## src/rtl/tbuf_bus_pkg.sv

```systemverilog
`default_nettype none
// ============================================================================
//  Module      : tbuf_bus_pkg
//  Description : Shared types and helpers for the tri-state bus owner
//                controller: owner FSM state encoding, index-width helper and
//                the all-deasserted (all 1s) active-low enable constant.
//  Ports       : none (package)
//  Revision    : 1.0 - initial release
// ============================================================================
package tbuf_bus_pkg;

   typedef enum logic [1:0] {
      IDLE  = 2'd0,
      DRIVE = 2'd1,
      TURN  = 2'd2
   } owner_state_e;

   // Largest supported driver count; enable constants are sized to this and
   // sliced down by the user.
   localparam int MAX_DRV = 16;

   typedef logic [MAX_DRV-1:0] enable_vec_t;

   // Active-low enables: all ones means no TBUF is driving.
   localparam enable_vec_t ENABLE_OFF = '1;

   // Width of a driver index; never narrower than one bit.
   function automatic int idx_width(input int n);
      return (n <= 2) ? 1 : $clog2(n);
   endfunction

endpackage : tbuf_bus_pkg
`default_nettype wire

```

## src/rtl/rr_pick_first.sv

```systemverilog
`default_nettype none
// ============================================================================
//  Module      : rr_pick_first
//  Description : Combinational round-robin first-set finder. Searches vec_i
//                upward starting at ptr_i, wrapping modulo NUM_DRV, and
//                returns the first set position.
//  Ports       : vec_i   - request vector (NUM_DRV bits)
//                ptr_i   - search start index
//                found_o - at least one bit of vec_i is set
//                idx_o   - index of the first set bit (0 when none)
//  Revision    : 1.0 - initial release
// ============================================================================
module rr_pick_first
   import tbuf_bus_pkg::*;
#(
   parameter int NUM_DRV = 5
) (
   input  logic [NUM_DRV-1:0]              vec_i,
   input  logic [idx_width(NUM_DRV)-1:0]   ptr_i,
   output logic                            found_o,
   output logic [idx_width(NUM_DRV)-1:0]   idx_o
);

   localparam int IDX_W = idx_width(NUM_DRV);

   // One extra bit so ptr + offset cannot overflow before the wrap.
   logic [IDX_W:0] cand;

   always_comb begin
      found_o = 1'b0;
      idx_o   = '0;
      cand    = '0;
      for (int i = 0; i < NUM_DRV; i++) begin
         cand = {1'b0, ptr_i} + (IDX_W+1)'(i);
         // ptr < NUM_DRV and i < NUM_DRV, so one subtraction wraps fully.
         if (cand >= (IDX_W+1)'(NUM_DRV)) begin
            cand = cand - (IDX_W+1)'(NUM_DRV);
         end
         if (!found_o && vec_i[cand[IDX_W-1:0]]) begin
            found_o = 1'b1;
            idx_o   = cand[IDX_W-1:0];
         end
      end
   end

endmodule : rr_pick_first
`default_nettype wire

```

## src/rtl/tbuf_bus_owner_ctrl.sv

```systemverilog
`default_nettype none
// ============================================================================
//  Module      : tbuf_bus_owner_ctrl
//  Description : Ownership controller for a shared tri-state bus built from
//                TBUF cells with active-low enables. Round-robin arbitration
//                among NUM_DRV requesters, a TURN_CYC all-released gap
//                between owners, and a receive side that captures each beat
//                from the resolved bus with the index of its driver.
//  Ports       : clk        - clock, rising edge
//                rst        - asynchronous active-high reset
//                req_i      - per-driver level request
//                done_i     - per-driver release pulse (owner bit only)
//                bus_in_i   - resolved shared bus value
//                enable_n_o - registered active-low TBUF enables
//                grant_o    - one-hot owner, equal to ~enable_n_o
//                rx_valid_o - captured beat valid
//                rx_data_o  - captured bus value
//                rx_src_o   - index of the driver of rx_data_o
//                bus_idle_o - high while no owner and no turnaround
//  Revision    : 1.0 - initial release
// ============================================================================
module tbuf_bus_owner_ctrl
   import tbuf_bus_pkg::*;
#(
   parameter int NUM_DRV  = 5,
   parameter int DATA_W   = 5,
   parameter int MAX_HOLD = 4,
   parameter int TURN_CYC = 1
) (
   input  logic                          clk,
   input  logic                          rst,
   input  logic [NUM_DRV-1:0]            req_i,
   input  logic [NUM_DRV-1:0]            done_i,
   input  logic [DATA_W-1:0]             bus_in_i,
   output logic [NUM_DRV-1:0]            enable_n_o,
   output logic [NUM_DRV-1:0]            grant_o,
   output logic                          rx_valid_o,
   output logic [DATA_W-1:0]             rx_data_o,
   output logic [idx_width(NUM_DRV)-1:0] rx_src_o,
   output logic                          bus_idle_o
);

   localparam int IDX_W  = idx_width(NUM_DRV);
   localparam int HOLD_W = $clog2(MAX_HOLD + 1);
   localparam int TURN_W = 3;

   localparam logic [NUM_DRV-1:0] EN_OFF   = ENABLE_OFF[NUM_DRV-1:0];
   localparam logic [NUM_DRV-1:0] ONE_HOT0 = {{(NUM_DRV-1){1'b0}}, 1'b1};

   owner_state_e        state_q;
   logic [IDX_W-1:0]    owner_q;
   logic [IDX_W-1:0]    ptr_q;
   logic [HOLD_W-1:0]   hold_q;
   logic [TURN_W-1:0]   turn_q;
   logic [NUM_DRV-1:0]  enable_n_q;
   logic                rx_valid_q;
   logic [DATA_W-1:0]   rx_data_q;
   logic [IDX_W-1:0]    rx_src_q;
   logic                bus_idle_q;

   logic                pick_found;
   logic [IDX_W-1:0]    pick_idx;
   logic [NUM_DRV-1:0]  pick_en_n;
   logic                release_now;
   logic [IDX_W-1:0]    ptr_d;

   rr_pick_first #(
      .NUM_DRV (NUM_DRV)
   ) u_pick (
      .vec_i   (req_i),
      .ptr_i   (ptr_q),
      .found_o (pick_found),
      .idx_o   (pick_idx)
   );

   assign pick_en_n = ~(ONE_HOT0 << pick_idx);

   // Only the current owner's done/req bits can end the grant.
   assign release_now = done_i[owner_q] || !req_i[owner_q] ||
                        (hold_q == HOLD_W'(MAX_HOLD));

   assign ptr_d = (owner_q == IDX_W'(NUM_DRV - 1)) ? '0 : owner_q + 1'b1;

   always_ff @(posedge clk or posedge rst) begin
      if (rst) begin
         state_q    <= IDLE;
         owner_q    <= '0;
         ptr_q      <= '0;
         hold_q     <= '0;
         turn_q     <= '0;
         enable_n_q <= EN_OFF;
         rx_valid_q <= 1'b0;
         rx_data_q  <= '0;
         rx_src_q   <= '0;
         bus_idle_q <= 1'b1;
      end else begin
         rx_valid_q <= 1'b0;
         case (state_q)
            IDLE: begin
               if (pick_found) begin
                  state_q    <= DRIVE;
                  owner_q    <= pick_idx;
                  enable_n_q <= pick_en_n;
                  hold_q     <= HOLD_W'(1);
                  bus_idle_q <= 1'b0;
               end
            end

            DRIVE: begin
               // hold_q == 1 marks the settle cycle: bus not yet stable.
               if (hold_q != HOLD_W'(1)) begin
                  rx_valid_q <= 1'b1;
                  rx_data_q  <= bus_in_i;
                  rx_src_q   <= owner_q;
               end
               if (hold_q != HOLD_W'(MAX_HOLD)) begin
                  hold_q <= hold_q + 1'b1;
               end
               if (release_now) begin
                  state_q    <= TURN;
                  enable_n_q <= EN_OFF;
                  turn_q     <= TURN_W'(1);
                  ptr_q      <= ptr_d;
               end
            end

            TURN: begin
               if (turn_q == TURN_W'(TURN_CYC)) begin
                  if (pick_found) begin
                     state_q    <= DRIVE;
                     owner_q    <= pick_idx;
                     enable_n_q <= pick_en_n;
                     hold_q     <= HOLD_W'(1);
                  end else begin
                     state_q    <= IDLE;
                     bus_idle_q <= 1'b1;
                  end
               end else begin
                  turn_q <= turn_q + 1'b1;
               end
            end

            default: begin
               state_q    <= IDLE;
               enable_n_q <= EN_OFF;
               bus_idle_q <= 1'b1;
            end
         endcase
      end
   end

   assign enable_n_o = enable_n_q;
   assign grant_o    = ~enable_n_q;
   assign rx_valid_o = rx_valid_q;
   assign rx_data_o  = rx_data_q;
   assign rx_src_o   = rx_src_q;
   assign bus_idle_o = bus_idle_q;

endmodule : tbuf_bus_owner_ctrl
`default_nettype wire

```

## config.mk

```make
export PLATFORM = sky130hd
export DESIGN_NAME = tbuf_bus_owner_ctrl
export DESIGN_NICKNAME = d
export VERILOG_FILES = /design/src/rtl/tbuf_bus_pkg.sv /design/src/rtl/rr_pick_first.sv /design/src/rtl/tbuf_bus_owner_ctrl.sv
export SDC_FILE = /design/constraint.sdc
export NUM_CORES = 1
export LEC_CHECK = 0
export ABC_AREA = 1
export BUFFER_PORTS_ARGS = -buffer_cell sky130_fd_sc_hd__buf_2
export CAP_MARGIN = 20
export CORE_ASPECT_RATIO = 1.2
export CORE_UTILIZATION = 59
export CTS_BUF_LIST = sky130_fd_sc_hd__clkbuf_8
export DETAILED_ROUTE_END_ITERATION = 12
export GPL_TIMING_DRIVEN = 0
export PLACE_DENSITY = 0.91
export SKIP_CTS_REPAIR_TIMING = 1
export SYNTH_ARGS = -nofsm -noshare
export SYNTH_HDL_FRONTEND = slang
export SYNTH_SLANG_ARGS = --single-unit
```

## constraint.sdc

```tcl
create_clock -name clk -period 3.7 [get_ports clk]
set_input_delay 0.74 -clock clk [delete_from_list [all_inputs] [get_ports clk]]
set_output_delay 0.74 -clock clk [all_outputs]
set_load 0.005 [all_outputs]
```

---- Word-level counts from Yosys, hierarchy flattened ----
Index checks and enable logic that the tools add are counted.
storage, ports and cells
  logic and storage cells ................. 128
  memory bits (read-only) ................. 0
  latch bits .............................. 0
  flip-flop bits (word level) ............. 29
  memory bits (writable) .................. 0
  memories ................................ 0
cells by class
  muxes and demuxes ....................... 55
  magnitude comparators ................... 11
  reductions and logical operators ........ 23
  divide/modulo/power cells ............... 0
  bitwise gates (word level) .............. 3
  add/subtract/negate cells ............... 12
  $mul .................................... 0
  shift operators ......................... 1
  equality and inequality tests ........... 13
operators with widths
  cell                 count
  $mux 3               18
  $lt 3x4->1 const B   6
  $bmux 1 s3           7
  $mux 1               18
  $ge 4x3->1 const B   4
  $mux 5               3
  $pmux 5 s3           1
  $sub 3x3->3 const B  5
  $ne 2x2->1 const B   6
  $pmux 3 s2           2
  $not 5->5            2
  $add 3x1->3 const B  3
  $pmux 3 s3           1
  $reduce_and 3->1     3
  $add 3x2->4 const B  2
  $reduce_and 2->1     4
  $eq 3x3->1 const B   2
  $mux 2               3
  $pmux 2 s3           1
  $logic_not 1->1      5
  $shl 1x3->5 const A  1
  $add 3x1->4 const B  1
  $add 3x3->4 const B  1
  $logic_and 1x1->1    4
  13 further kinds     15

---- Longest topological paths before layout ----
Gate-level depths: netlist of the first run.
  depth in word-level cells ............... 22
  depth in mapped cells ................... 20
  depth with buffers taken out ............ 20

---- Hierarchy ----
From an unflattened synthesis of the first run, not the netlist that was laid out.
unflattened totals
  cells, all modules ...................... 339
  area total of the unflattened synthesis .. 2366.0 um^2
by module, submodules not included
  module               cells an instance  times used  area an instance (um^2)
  tbuf_bus_owner_ctrl  178                1           1446.4
  rr_pick_first        161                1           919.6

---- Least setup slack after synthesis of the first run ----
OpenSTA, ideal clock, no wires.
  kind .................................... reg-to-reg
  from .................................... register ptr_q[0]
  to ...................................... register state_q[0]
  required time ........................... 3573 ps
  path slack .............................. 1101 ps
  arrival ................................. 2471 ps
  path buffers ............................ 0
  cell stages (with the launch flop) ...... 16
  cell sequence ........................... dfrtp_1 > inv_2 > ha_1 > inv_1 > fa_1 > inv_1 > nand2_1 > nand3_1 > nand2_1 > nand3_1 > nand3_1 > nand2_2 > nand3_4 > nor2_8 > a21oi_4 > or2_2
between the ends
  longest elaborated chain between the ends .. 20
ends and longest elaborated chain
  item                                                                  line                        text
  from (decl)                                                           tbuf_bus_owner_ctrl.sv:52   logic [IDX_W-1:0] ptr_q;
  from (signal assigned)                                                tbuf_bus_owner_ctrl.sv:123  ptr_q <= ptr_d;
  parallel branches: the longest is 16 deep, another holds $add 3x1->4  -
  $mux 1 *                                                              rr_pick_first.sv:39         if (!found_o && vec_i[cand[IDX_W-1:0]]) begin
  $mux 1                                                                tbuf_bus_owner_ctrl.sv:129  if (pick_found) begin
  $mux 2                                                                tbuf_bus_owner_ctrl.sv:128  if (turn_q == TURN_W'(TURN_CYC)) begin
  $pmux 2 s3                                                            tbuf_bus_owner_ctrl.sv:98   case (state_q)
  to (signal assigned)                                                  tbuf_bus_owner_ctrl.sv:101  state_q <= DRIVE;
  to (signal assigned)                                                  tbuf_bus_owner_ctrl.sv:130  state_q <= DRIVE;
  to (signal assigned)                                                  tbuf_bus_owner_ctrl.sv:135  state_q <= IDLE;
  to (decl)                                                             tbuf_bus_owner_ctrl.sv:50   owner_state_e state_q;
Every way passes the cells marked *. The select of a mux whose other input is x is not followed.
A chain may end at the register's enable or synchronous reset.

---- Final worst setup path of the first run ----
  from .................................... register ptr_q[0]
  to ...................................... register enable_n_q[3] (netlist: enable_n_o[3])
between the ends
  longest elaborated chain between the ends .. 22
ends and longest elaborated chain
  item                                                                  line                                                    text
  parallel branches: the longest is 19 deep, another holds $add 3x1->4  -
  $mux 5 *                                                              tbuf_bus_owner_ctrl.sv:100, tbuf_bus_owner_ctrl.sv:129
  $mux 5                                                                tbuf_bus_owner_ctrl.sv:128
  $pmux 5 s3 *                                                          tbuf_bus_owner_ctrl.sv:98
  to (signal assigned)                                                  tbuf_bus_owner_ctrl.sv:103                              enable_n_q <= pick_en_n;
  to (signal assigned)                                                  tbuf_bus_owner_ctrl.sv:132                              enable_n_q <= pick_en_n;
  to (decl)                                                             tbuf_bus_owner_ctrl.sv:55                               logic [NUM_DRV-1:0] enable_n_q;
Marks and branches as above.

==> reports/metrics.yaml, run 1 <==
drv_slew: 0
dp_hpwl_um: 4700
clock-skew-final_ns: 0.0103
drtIter0Drc: 233
syn2layout_area_growth_pct: 15.2
synthTopCellsByCount: "117 x nand2_1, 55 x nand3_1, 47 x inv_1, 28 x nor2_1, 23 x dfrtp_1"
grt_pass1_wl_um: 10600
final.setup.tns_ns: 0
arrival_ns: 3.33
synthTopCellsByArea: "dfrtp_1 23%, nand2_1 18%, nand3_1 11%, ha_1 7.6%, inv_1 7.1%"
nets: 449
cts_root_buffer: "clkbuf_8"
ys_types: 34
cts_sinks: 29
ys_warn_count: 0
cp-end-kind: "register"
htreeDepth: 2
max_slew_margin: 0.610
overflow: 0
globalplace.congestion: 0.939
rows: 25
yosys_most_used_dff: "dfrtp_1"
ios: 37
clkSlewWorstSetupHoldPaths_ns: 0.07
final_layout_size_suffix_gt1_frac: 0.197
layoutNonFillerInstCount: 471
synth_cells: 372
firstDrtPassIters: 7
startpoint_type: "register"
coreArea_mm2: 0.00397
hold_viol_final: 0
r2r_setup_slack_ns: 0.60
multi_input_area_mm2: 0.00153
netlist_area_mm2: 0.00248
yosysMostFrequentCell: "nand2_1"
hold_path.class: "primary input to async pin"
ys_seq_area_frac: 0.296
gr-usage-all-layers: 0.317
n_antenna_cell: 0
die_y_um: 73
grt_max_degree: 30
cts_tree: "built"
cts-buffers-inserted: 5
start_util: 0.624
num_vias: 2637
routed_wl_um: 6520
cp_max_fo: 10
wl_per_cell_um: 13.8
ant_nets: 0
grt_antenna_before_repair: 0
dieArea_mm2: 0.00447
synth.largest_area_cell: "dfrtp_1"
vias_per_cell: 5.60
status: "finished clean"
nFillCells: 340
fin_crit_ns: 3.10
worst_slew_pin_slew_ns: 0.585
maxCapViolCount: 0
syn-num-nets: 405
yosysTopAreaCellShare: 0.232
seq_area_um2: 733
async_flop_share: 1.00
ys_ff_latch: 29
placed_cells: 462
max_freq_mhz: 323
required_ns: 3.93
ctsLongestPathBuffers: 2
min_period_over_period: 0.837
grt_pass1_vias: 2520
synth-edff-count: 0
placement.io_buffers: 36
worstSkewPairLatency_ns: 0.29
setup_viol: 0
drc: 0
syn-mean-instance-area_um2: 6.66
critical_path_class: "register to register"
fp.dieW_um: 61.2
grt_setup_unrepaired: "false"
[placed cells by master (no fill, tap or decap), drive strengths merged, types with 6 or more instances in the layout]
cell type and count:
clkbuf 8, ha 15, dfrtp 23, dfstp 6, nand3 60, nand2 127, buf 38, o21ai 26
nand4 9, inv 54, nor2 30, a21oi 6
[sequential cells by signal (all words and copies together), names as in the netlist]
register    cells
bus_idle_o      1
enable_n_o      5
hold_q          3
owner_q         3
ptr_q           3
rx_data_o       5
rx_src_o        3
rx_valid_o      1
state_q         2
turn_q          3
[final cells by class]
class / count / area share
well taps: 54 / 0.0237
flip-flops and latches: 29 / 0.257
inverters: 54 / 0.0710
multi-input cells: 287 / 0.535
repair buffers: 37 / 0.0727
plain buffers: 2 / 0.00526
clock inverters: 1 / 0.00175
clock buffers: 7 / 0.0337
[stage by stage]
step	area, um^2	worst slack, ns	util	hold WS (ns)
2_1_floorplan	2480	1.10	-	0.463
3_3_place_gp	2730	0.771	0.686	0.452
3_5_place_dp	2730	0.663	0.686	0.454
4_1_cts	2830	0.635	0.712	0.469
5_1_grt	2860	0.225	0.719	0.392
6_report	2860	0.601	0.719	0.378
[path summary, 6_finish.rpt]
path,from,endpoint,cells past startpoint
max,ptr_q[0],enable_n_o[3],19
min,rst,rx_src_o[2],2
max reg2reg,ptr_q[0],enable_n_o[3],19
min reg2reg,rx_data_o[3],rx_data_o[3],2
max in group asynchronous,rst,bus_idle_o,3
min in group clk,rx_data_o[3],rx_data_o[3],2
[cell families after synthesis]
kind of cell             share of synthesized area
XOR/XNOR                                    0.0146
adder cells (fa/ha/maj)                     0.0838
buffers and inverters                       0.0878
flip-flops                                   0.296
AO/OA/AOI/OAI                               0.0888
AND/OR/NAND/NOR                              0.429
[per-layer routing]
metal | track usage | wire length [um] | share of wire | vias to the layer above
li1 | - | - | - | 1289
met2 | 0.562 | 3510 | 0.54 | 103
met1 | 0.347 | 2450 | 0.38 | 1219
met4 | 0.154 | 230 | 0.035 | 0
met3 | 0.0691 | 325 | 0.050 | 26
met5 | 0 | 0 | 0 | -
[critical path, cell delays in order (launching register included)]
cell	delay, ns
dfrtp_1	0.48
inv_2	0.22
ha_1	0.21
inv_1	0.06
fa_1	0.36
inv_1	0.14
nand2_1	0.15
nand3_1	0.14
nand2_1	0.15
nand3_1	0.12
nand3_1	0.08
nand2_2	0.14
nand3_4	0.11
nor2_8	0.16
nand3_2	0.07
nand2_1	0.13
inv_2	0.09
nand2_1	0.09
nor2_1	0.04
nor2_1	0.09
Power of run 1 is left out: the tool's default activity adds up to more than one toggle a clock period on the data nets, which glitch-free logic cannot reach.
==> run 2, diff against run 1 <==
Settings changed: CORE_UTILIZATION 59 to 54, PLACE_DENSITY 0.91 to 0.88.
Clock period 3.7 ns to 2.65 ns, I/O delays scaled along.
==> run 2 against run 1 <==
  * Sequential share of layout area is 3.0 points lower
  * First-iteration DRC count is 1.3% higher
  * Non-clock buffer count is 16 higher
  * Clock-buffer cell count is 2 lower
  * Global-route usage is 5.0 points lower
  * Flip-flop and latch count stayed put
  * Critical endpoint is now owner_q[2]
  * The flow now finishes with violations (negative setup slack)
  * Worst setup slack worse by 0.62 ns
  * Core utilization is 3.2 points higher
  * Via count is 5.1% higher
  * Die area is 9.0% higher
==> reports/metrics.yaml, run 2 (synthesized netlist as in run 1, its figures left out) <==
final_util: 0.750  # +0.0317
multi_input_area_mm2: 0.00179  # +17%
drc: 0  # unchanged
hold_viol_final: 0  # unchanged
setup_ws_ns: -0.0193  # -0.621 ns
htreeDepth: 2  # unchanged
r2r_setup_slack_ns: -0.02  # -0.62 ns
layout_common_cells: "104 x nand2_1, 43 x nand3_1, 42 x inv_1, 36 x buf_2, 24 x nor2_1"
ff2ff_path_depth: 18  # -1
cp-endpoint: "owner_q[2]"
min_period_over_period: 1.01  # +0.170
ant_nets: 0  # unchanged
startpoint_type: "register"
grt_max_degree: 30  # unchanged
cts-buffers-inserted: 5  # unchanged
wl_per_cell_um: 14.9  # +7.6%
hold_path.class: "primary input to async pin"
n_antenna_cell: 0  # unchanged
placed_cells: 464  # +0.43%
grt_antenna_before_repair: 0  # unchanged
grt_pass1_wl_um: 10400  # -2.0%
ctsLongestPathBuffers: 2  # unchanged
grt_setup_unrepaired: "true"
cts_tree: "built"
arrival_ns: 2.84  # -0.49 ns
clock-skew-final_ns: 0.00756  # -0.00271 ns
start_util: 0.573  # -0.0511
worstSkewPairLatency_ns: 0.29  # about the same
vias_per_cell: 5.67  # +1.2%
clkSlewWorstSetupHoldPaths_ns: 0.07  # about the same
critical_path_class: "register to register"
fin_crit_ns: 2.67  # -0.429 ns
drv_slew: 0  # unchanged
cts_sinks: 29  # unchanged
cp_max_fo: 5  # -5
place_ws_ns: -0.407  # -1.07 ns
nets: 465  # +3.6%
globalplace.congestion: 0.921  # -1.9%
dp_hpwl_um: 4710  # +0.20%
layoutNonFillerInstCount: 489  # +3.8%
status: "finished, violations left"
max_freq_mhz: 375  # +16%
num_vias: 2771  # +5.1%
worstReg2RegEnd: "owner_q[2]"
firstDrtPassIters: 5  # -2
busiest_layer: "met2"
routed_wl_um: 7280  # +12%
rows: 26  # +4.0%
overflow: 0  # unchanged
nFillCells: 336  # -1.2%
whs_ns: 0.163  # -0.215 ns
maxCapViolCount: 0  # unchanged
syn2layout_area_growth_pct: 31.0
die_y_um: 76.2  # +4.4%
final_common_cell: "nand2_1"
r2r-start: "ptr_q[0]"
gr-usage-all-layers: 0.267  # -0.0501
crit_start: "ptr_q[0]"
fp.dieW_um: 63.8  # +4.4%
required_ns: 2.82  # -1.11 ns
coreArea_mm2: 0.00433  # +8.9%
ios: 37  # unchanged
cp-end-kind: "register"
dieArea_mm2: 0.00487  # +9.0%
seq_area_um2: 737  # +0.51%
gr-usage-met3: 0.0344  # -0.0347
grtUsageMet1: 0.308  # -0.0388
gr-usage-met2: 0.465  # -0.0967
cts_root_buffer: "clkbuf_8"
placement.io_buffers: 36  # unchanged
final_layout_size_suffix_gt1_frac: 0.339  # +0.143
worst_slew_pin_slew_ns: 0.486  # -0.0991 ns
max_slew_margin: 0.676  # +0.0660
violations: "negative setup slack"
grt_pass1_vias: 2433  # -3.5%
drtIter0Drc: 236  # +1.3%
setup_viol: 5  # +5
run 2: metal layers:
layer | part of all wire | vias to the layer above
li1 | - | 1328
met2 | 0.52 | 121
met3 | 0.055 | 34
met5 | 0 | -
met1 | 0.38 | 1288
met4 | 0.045 | 0
run 2: critical path, stage by stage (launching register included):
cell and delay [ns]:
dfrtp_2 0.45, clkinv_4 0.09, ha_4 0.13, inv_2 0.04
fa_2 0.40, clkinv_4 0.12, buf_4 0.12, nand3_1 0.15
nand2_2 0.13, nand3_2 0.08, nand3_2 0.09, nand2_4 0.07
nand3_4 0.10, buf_4 0.12, nor3_2 0.03, nor2_1 0.18
nand2_1 0.09, nand2_2 0.08, o21ai_1 0.07
run 2: how the worst min path moves through the flow:
stage               endpoint     startpoint  slack, ns  cells after the start
4_1_cts         rx_data_o[3]    bus_in_i[3]       0.44                      3
3_3_place_gp    rx_data_o[0]   rx_data_o[0]       0.45                      2
3_5_place_dp    rx_data_o[0]   rx_data_o[0]       0.45                      2
5_1_grt         rx_data_o[3]            rst       0.17                      2
2_1_floorplan  enable_n_o[1]  enable_n_o[1]       0.46                      2
6_report        rx_data_o[3]            rst       0.16                      2
run 2: layout make-up:
type | count | area share
clock inverters | 3 | 0.00424
well taps | 56 | 0.0216
repair buffers | 53 | 0.103
clock buffers | 5 | 0.0212
inverters | 54 | 0.0671
plain buffers | 2 | 0.00462
flip-flops and latches | 29 | 0.227
multi-input cells | 287 | 0.551
run 2: metrics by stage:
stage	cell area, um^2	TNS, ns
finish	3250	-0.0543
global route	3250	-1.30
CTS	2810	-4.45
detailed placement	2730	-4.32
global placement	2730	-2.65
floorplan	2480	0
Power of run 2 is left out for the same reason.
==> run 3, diff against run 2 <==
Settings changed: RECOVER_POWER set to 25.
==> run 3 against run 2 <==
  * The run still ends with negative setup slack left
  * Final cell count stayed put
  * Fmax is 0.42% higher
  * Highest routed layer unchanged
  * Worst setup slack better by 0.011 ns
  * Worst hold slack worse by 0.041 ns
  * Non-clock buffer count stayed put
  * First-iteration DRC count is 4.2% higher
  * Design area is 0.73% lower
  * Largest cell class unchanged
==> reports/metrics.yaml, run 3 (synthesized netlist as in run 1, its figures left out) <==
ant_nets: 0  # unchanged
cts_root_buffer: "clkbuf_8"
n_antenna_cell: 0  # unchanged
hold_viol_final: 0  # unchanged
rows: 26  # unchanged
required_ns: 2.82  # about the same
worst_slew_pin_slew_ns: 1.34  # +0.850 ns
final_layout_size_suffix_gt1_frac: 0.337  # -0.00231
gr-usage-all-layers: 0.267  # unchanged
htreeDepth: 2  # unchanged
ctsLongestPathBuffers: 2  # unchanged
clkSlewWorstSetupHoldPaths_ns: 0.07  # about the same
firstDrtPassIters: 5  # unchanged
placement.io_buffers: 36  # unchanged
cp-end-kind: "register"
max_slew_margin: 0.109  # -0.567
grt_antenna_before_repair: 0  # unchanged
grt_max_degree: 30  # unchanged
final_util: 0.745  # -0.00550
crit_slowest_cell: "dfrtp_2"
clock-skew-final_ns: 0.00804  # +0.000485 ns
critPathTopFamily: "simple AND/OR/NAND/NOR gates"
setup_viol: 3  # -2
whs_ns: 0.122  # -0.0410 ns
grt_pass1_wl_um: 10400  # unchanged
drtIter0Drc: 246  # +4.2%
critical_path_class: "register to register"
final_common_cell: "nand2_1"
nets: 465  # unchanged
coreArea_mm2: 0.00433  # unchanged
vias_per_cell: 5.59  # -1.3%
overflow: 0  # unchanged
globalplace.congestion: 0.921  # unchanged
maxCapViolCount: 0  # unchanged
grt_setup_unrepaired: "true"
die_y_um: 76.2  # unchanged
ios: 37  # unchanged
cts-buffers-inserted: 5  # unchanged
drv_slew: 0  # unchanged
status: "finished, violations left"
fin_crit_ns: 2.66  # -0.0111 ns
layout_common_cells: "104 x nand2_1, 43 x nand3_1, 42 x inv_1, 36 x buf_2, 24 x nor2_1"
start_util: 0.573  # unchanged
drc: 0  # unchanged
grt_pass1_vias: 2433  # unchanged
syn2layout_area_growth_pct: 30.0
hold_path.class: "primary input to async pin"
wl_per_cell_um: 14.7  # -1.0%
cts_tree: "built"
max_freq_mhz: 376  # +0.42%
startpoint_type: "register"
path_cells: "clkinv_4 -> ha_4 -> inv_2 -> fa_2 -> clkinv_4 -> buf_4 -> nand3_1 -> nand2_2 -> nand3_2 -> nand3_2 -> nand2_4 -> nand3_4 -> buf_4 -> nor3_2 -> nor2_1 -> nand2_1 -> nand2_2 -> o21ai_1"
worstSkewPairLatency_ns: 0.29  # about the same
cts_sinks: 29  # unchanged
arrival_ns: 2.83  # about the same
min_period_over_period: 1.00  # -0.00418
num_vias: 2735  # -1.3%
critPathBufInv: 5  # unchanged
r2r_setup_slack_ns: -0.008  # about the same
violations: "negative setup slack"
dp_hpwl_um: 4710  # unchanged
fp.dieW_um: 63.8  # unchanged
dieArea_mm2: 0.00487  # unchanged
cp_max_fo: 5  # unchanged
routed_wl_um: 7210  # -1.0%
max_stage_delay_ns: 0.45  # about the same
setup_ws_ns: -0.00823  # +0.0111 ns
-- run 3: changes by cell type in the layout (fill, tap and decap cells not counted) --
cell / previous run / this run
clkbuf_1: 1 / 2
buf_16: 1 / 0
-- run 3: final timing paths --
path                                    from           end  cells after the start
worst max-delay path                ptr_q[0]    owner_q[2]                     18
worst min-delay path                     rst  rx_data_o[3]                      2
worst max register to register      ptr_q[0]    owner_q[2]                     18
worst min register to register  rx_data_o[1]  rx_data_o[1]                      2
max in group asynchronous                rst      ptr_q[2]                      3
min in group clk                 bus_in_i[3]  rx_data_o[3]                      3
-- run 3: final cells by class --
cell class / count / area, um^2
inverter: 54 / 218
tap: 56 / 70.1
multi-input combinational: 287 / 1790
clock inverter: 3 / 13.8
fill: 338 / 1100
timing repair buffer: 53 / 312
sequential: 29 / 737
clock buffer: 5 / 68.8
buffer: 2 / 15.0
-- run 3: layer usage --
metal | share of wire | wire length [um] | vias to the layer above | track usage
li1 | - | - | 1335 | -
met1 | 0.38 | 2770 | 1270 | 0.308
met2 | 0.53 | 3800 | 100 | 0.465
met3 | 0.046 | 334 | 30 | 0.0344
met4 | 0.042 | 302 | 0 | 0.152
met5 | 0 | 0 | - | 0
-- run 3: worst register-to-register path: stages, from the launching register on --
cell and delay [ns]:
dfrtp_2 0.45, clkinv_4 0.09, ha_4 0.13, inv_2 0.04, fa_2 0.40, clkinv_4 0.12
buf_4 0.13, nand3_1 0.14, nand2_2 0.13, nand3_2 0.08, nand3_2 0.09, nand2_4 0.07
nand3_4 0.10, buf_4 0.12, nor3_2 0.03, nor2_1 0.17, nand2_1 0.09, nand2_2 0.08
o21ai_1 0.07
-- run 3: metrics by stage --
stage               setup slack [ns]  setup TNS [ns]  instances  cell area [um^2]
floorplan                     0.0514               0        372              2480
global placement              -0.253           -2.65        464              2730
detailed placement            -0.407           -4.32        464              2730
CTS                           -0.447           -4.45        472              2810
global route                  -0.164           -1.30        489              3220
finish                      -0.00823         -0.0171        489              3220
Power of run 3 is left out for the same reason.
